**src/rtl/timer_bus_regs.sv**
```systemverilog
// timer_bus_regs: APB-style register front end for the 8-bit timer counter.
// Optional macro TIMER_BUS_REGS_PSLVERR_EN enables error responses for unmapped addresses and TCNT writes.
module timer_bus_regs #(
  parameter int unsigned WAIT_CYCLES = 1
) (
  input  logic       clk,
  input  logic       rst_n,
  input  logic       psel,
  input  logic       penable,
  input  logic       pwrite,
  input  logic [7:0] paddr,
  input  logic [7:0] pwdata,
  output logic [7:0] prdata,
  output logic       pready,
  output logic       pslverr,
  output logic [7:0] start_counter,
  output logic       up_down,
  output logic       load,
  output logic       enable,
  output logic [1:0] clk_sel,
  output logic       clr_overflow,
  output logic       clr_underflow,
  input  logic [7:0] tcnt,
  input  logic       overflow,
  input  logic       underflow,
  output logic       irq
);

  localparam int unsigned CNT_W = 2;
  localparam logic [7:0] ADDR_TDR  = 8'h00;
  localparam logic [7:0] ADDR_TCR  = 8'h01;
  localparam logic [7:0] ADDR_TSR  = 8'h02;
  localparam logic [7:0] ADDR_TCNT = 8'h03;
  localparam logic [CNT_W-1:0] WAIT_LAST =
    CNT_W'((WAIT_CYCLES == 0) ? 0 : WAIT_CYCLES - 1);

  typedef enum logic [1:0] {IDLE, SETUP, WAIT, ACCESS} state_t;

  state_t           state_q, state_d, cur_c;
  logic [CNT_W-1:0] wait_q, wait_d;
  logic             ovie_q, udie_q;
  logic             commit_c, err_c, wr_c;
  logic [7:0]       rdata_c;
  logic             unused_c;

  assign unused_c = pwdata[6];

  // The setup phase is recognised from the bus itself, so the transfer spans 2 + WAIT_CYCLES cycles.
  always_comb begin
    cur_c = state_q;
    if ((state_q == IDLE || state_q == ACCESS) && psel && !penable)
      cur_c = SETUP;
  end

  always_comb begin
    state_d = IDLE;
    wait_d  = '0;
    case (cur_c)
      SETUP: state_d = (WAIT_CYCLES == 0) ? ACCESS : WAIT;
      WAIT: begin
        if (psel) begin
          if (wait_q == WAIT_LAST) begin
            state_d = ACCESS;
          end else begin
            state_d = WAIT;
            wait_d  = wait_q + 1'b1;
          end
        end
      end
      default: state_d = IDLE;
    endcase
  end

  always_ff @(posedge clk or negedge rst_n) begin
    if (!rst_n) begin
      state_q <= IDLE;
      wait_q  <= '0;
    end else begin
      state_q <= state_d;
      wait_q  <= wait_d;
    end
  end

  assign commit_c = (state_q == ACCESS) && psel && penable;

`ifdef TIMER_BUS_REGS_PSLVERR_EN
  assign err_c = (paddr > ADDR_TCNT) || (pwrite && paddr == ADDR_TCNT);
`else
  assign err_c = 1'b0;
`endif

  assign wr_c = commit_c && pwrite && !err_c;

  always_comb begin
    rdata_c = '0;
    case (paddr)
      ADDR_TDR:  rdata_c = start_counter;
      ADDR_TCR:  rdata_c = {2'b00, up_down, enable, ovie_q, udie_q, clk_sel};
      ADDR_TSR:  rdata_c = {6'b000000, underflow, overflow};
      ADDR_TCNT: rdata_c = tcnt;
      default:   rdata_c = '0;
    endcase
  end

  // Response is captured on entry to ACCESS so it is stable for the whole ready cycle.
  always_ff @(posedge clk or negedge rst_n) begin
    if (!rst_n) begin
      pready  <= 1'b0;
      pslverr <= 1'b0;
      prdata  <= '0;
    end else begin
      pready  <= (state_d == ACCESS);
      pslverr <= (state_d == ACCESS) && err_c;
      prdata  <= (state_d == ACCESS && !pwrite) ? rdata_c : '0;
    end
  end

  always_ff @(posedge clk or negedge rst_n) begin
    if (!rst_n) begin
      start_counter <= '0;
      up_down       <= 1'b0;
      enable        <= 1'b0;
      ovie_q        <= 1'b0;
      udie_q        <= 1'b0;
      clk_sel       <= '0;
      load          <= 1'b0;
      clr_overflow  <= 1'b0;
      clr_underflow <= 1'b0;
      irq           <= 1'b0;
    end else begin
      load          <= 1'b0;
      clr_overflow  <= 1'b0;
      clr_underflow <= 1'b0;
      irq           <= (overflow & ovie_q) | (underflow & udie_q);
      if (wr_c) begin
        case (paddr)
          ADDR_TDR: start_counter <= pwdata;
          ADDR_TCR: begin
            load    <= pwdata[7];
            up_down <= pwdata[5];
            enable  <= pwdata[4];
            ovie_q  <= pwdata[3];
            udie_q  <= pwdata[2];
            clk_sel <= pwdata[1:0];
          end
          ADDR_TSR: begin
            clr_overflow  <= pwdata[0];
            clr_underflow <= pwdata[1];
          end
          default: ;
        endcase
      end
    end
  end

endmodule
```
**config.mk**
```make
export PLATFORM = sky130hd
export DESIGN_NAME = timer_bus_regs
export DESIGN_NICKNAME = d
export VERILOG_FILES = /design/src/rtl/timer_bus_regs.sv
export SDC_FILE = /design/constraint.sdc
export NUM_CORES = 1
export LEC_CHECK = 0
export CORE_MARGIN = 3
export CORE_UTILIZATION = 25
export DETAILED_ROUTE_END_ITERATION = 16
export DONT_BUFFER_PORTS = 1
export GPL_TIMING_DRIVEN = 1
export SYNTH_ARGS = -nofsm -noshare
export SYNTH_HDL_FRONTEND = slang
export SYNTH_SLANG_ARGS = --single-unit
```
**constraint.sdc**
```tcl
create_clock -name clk -period 2.4 [get_ports clk]
set_input_delay 0.48 -clock clk [delete_from_list [all_inputs] [get_ports clk]]
set_output_delay 0.48 -clock clk [all_outputs]
set_load 0.01 [all_outputs]
```
==> results.py <==
metrics = {
    "placed_design": {
        "place.detailed.hpwl_mm": 2.68,
        "placedCellCount": 170,
        "gp_congestion": 0.677,
        "numPortBuffers": 0,
    },
    "critical_path": {
        "ordered_list_of_cells_on_the_worst_path": "ha_1 > nor3b_1 > nand2b_1 > inv_1 > ha_1 > nand4b_1 > nand4bb_4 > nor2b_1",
        "crit_path_frequent_cell": "ha_1",
        "combined_buffer_and_inverter_count_along_the_critical_path": 1,
        "worst_setup_start_kind": "flip-flop",
        "capturing_element_type_of_the_critical_path": "flip-flop",
        "cp_top_family": "simple AND/OR/NAND/NOR gates",
        "critical-path-slowest-cell": "dfrtp_1",
        "cpPeakStageDelay_ps": 380,
        "timing_worst_setup_path_type": "reg -> reg",
        "worstPathMaxFanout": 8,
        "crit_required_ps": 2610,
        "worstPathArrival_ps": 2340,
    },
    "floorplan": {
        "design.portCount": 57,
        "initial_utilization_pct": 26.6,
        "core_area_sq_um": 5240,
        "floorplan.die_area_sq_um": 6510,
        "die_x_um": 80.7,
        "floorplan_row_count": 26,
        "chipHeight_um": 80.7,
    },
    "finish": {
        "area_growth_pct": 14.8,
        "final_core_utilization_pct": 30.6,
        "drive_above_1_share_pct": 25.7,
        "stdcell_count": 179,
        "nets": 144,
        "antenna-diode-count": 0,
        "layout_common_cells": "dfrtp_1 (31), mux2_2 (14), nor2_1 (10)",
        "final_common_cell": "dfrtp_1",
    },
    "synth": {
        "ffs_w_async_s_r_synth_pct": 100,
        "cell_area_after_technology_mapping_sq_um": 1400,
        "seq_area_frac_synth_pct": 55.6,
        "post_synth_num_cell_types": 26,
        "ys_top_cells_by_area": "dfrtp_1 (56%), mux2_2 (11%), ha_1 (4.5%)",
        "synth-edff-count": 0,
        "syn_avg_cell_area_sq_um": 13.2,
        "yosys_warnings": 0,
        "synth_top_area_cell": "dfrtp_1",
        "netlist_instances": 106,
        "synth-seq-cells": 31,
        "synth_flop_cell": "dfrtp_1",
        "synthesis.nets": 142,
        "yosys.area.top_type_share_pct": 55.6,
    },
    "grt": {
        "grt_remaining_overflow": 0,
        "grt_pass1_vias": 968,
        "groute.usage.overall_pct": 11.0,
        "grt_max_degree": 32,
        "grt_first_pass_wirelength_mm": 5.13,
        "grt_antenna_before_repair": 0,
    },
    "timing": {
        "setup_viol": 0,
        "drv_slew": 0,
        "period_share_pct": 88.7,
        "setup-tns-final_ps": 0,
        "rsz0062_at_grt": "no",
        "hold_viol_final": 0,
        "hold_ws_ps": 22.0,
        "period_needed_ps": 2130,
        "maximum_frequency_from_static_timing_analysis_ghz": 0.470,
        "clock_skew_ps": 3.47,
    },
    "clock_network": {
        "tritoncts_num_sinks": 31,
        "clk_latency_ps": 280,
        "cts.root.buffer_cell": "clkbuf_8",
        "cts_tree": "yes",
        "max-clock-path-buffers": 2,
        "tritoncts.num_buffers": 5,
        "h-tree-depth": 2,
        "clkSlewWorstSetupHoldPaths_ps": 60,
    },
    "route": {
        "detailedRoute.firstIterationViolations": 34,
        "ant_nets": 0,
        "detailroute.via_count": 837,
        "post_drt_via_cell_ratio": 4.68,
        "routedWlPerCell_um": 18.7,
        "post-route-drc-count": 0,
        "detail_route.first_pass.iterations": 2,
        "routed_wirelength_mm": 3.36,
    },
    "status": {
        "run_status": "finished, final reports clean",
    },
    "power": {
        "cellLeakagePower_nw": 0.792,
        "max-vdd-ir-drop_uv": 338,
        "cellPowerDensity_nw_per_um2": 683,
        "design_power_total_mw": 1.09,
    },
    "hold_path": {
        "hold_path.class": "in -> async",
    },
    "run": {
        "max_cap_violations": 0,
    },
}
[through the flow]
step | setup slack, ps | area [sq um]
6_report | 272 | 1600
5_1_grt | 91.2 | 1600
4_1_cts | 113 | 1590
3_5_place_dp | 143 | 1450
3_3_place_gp | 261 | 1450
2_1_floorplan | 399 | 1400
[worst reg2reg max path: cells and delay by family (launching register included)]
family	cells	cell delay, ps
adders and majority gates	2	580
buffers and inverters	1	50
and+or+nand+nor	5	1040
DFF	1	380
[power by group]
group | switching, mW | internal [mW]
sequential | 0.00105 | 0.524
clock | 0.187 | 0.335
combinational | 0.0244 | 0.0224
[layer usage]
metal / track usage [%] / up-vias / routed length (um)
met5: 0 / - / 0
met4: 4.22 / 0 / 26
met3: 6.17 / 4 / 339
met2: 17.0 / 38 / 1630
met1: 12.7 / 420 / 1360
li1: - / 375 / -
[kinds of logic after synthesis]
kind of cell    synth area share, %
compound gates                 4.57
fa+ha+maj                      4.48
buf+inv                        3.86
flops                          55.6
mux                            17.4
other cells                   0.269
simple gates                   13.8
[path summary, 6_finish.rpt]
| kind | end | cells after the start | slack (ps) | startpoint |
|---|---|---|---|---|
| setup / recovery | prdata[0]$_DFF_PN0_ | 8 | 270 | state_q[0]$_DFF_PN0_ |
| max in group asynchronous | irq$_DFF_PN0_ | 1 | 2210 | rst_n |
| min in group clk | irq$_DFF_PN0_ | 1 | 330 | overflow |
| setup reg to reg | prdata[0]$_DFF_PN0_ | 8 | 270 | state_q[0]$_DFF_PN0_ |
| hold / removal | state_q[1]$_DFF_PN0_ | 1 | 20 | rst_n |
| hold reg to reg | irq$_DFF_PN0_ | 1 | 530 | ovie_q$_DFFE_PN0P_ |
[cell usage after synthesis, types with 2 or more instances]
library cell / instances
nor2b_1: 4
buf_4: 3
mux2i_1: 4
clkbuf_1: 2
mux2_2: 14
a2bb2oi_1: 4
and3_1: 6
inv_1: 5
ha_1: 5
dfrtp_1: 31
mux4_2: 2
nor2_1: 10
and4_1: 2
a22oi_1: 2
[state kept, by name (all words and copies together) (netlist names)]
signal and flops:
wait_q 2, clr_overflow 1, enable 1, clr_underflow 1, load 1, ovie_q 1, start_counter 8, pready 1
prdata 8, up_down 1, udie_q 1, clk_sel 2, state_q 2, irq 1
[what timing repair did]
| action | CTS | global route |
|---|---|---|
| setup buffers | 0 | 0 |
| hold buffers | 1 | 0 |
| endpoints found under the setup margin | 0 | 8 |
| hold endpoints to repair | 31 | 0 |
| resized for setup | 0 | 2 |
[layout make-up]
class	count	area, sq um
sequential	31	776
inverter	5	18.8
timing repair buffer	1	20.0
tap	70	87.6
fill	506	3640
clock inverter	2	35.0
clock buffer	6	82.6
multi-input combinational	64	582
Power figures use the tool's default switching activity.
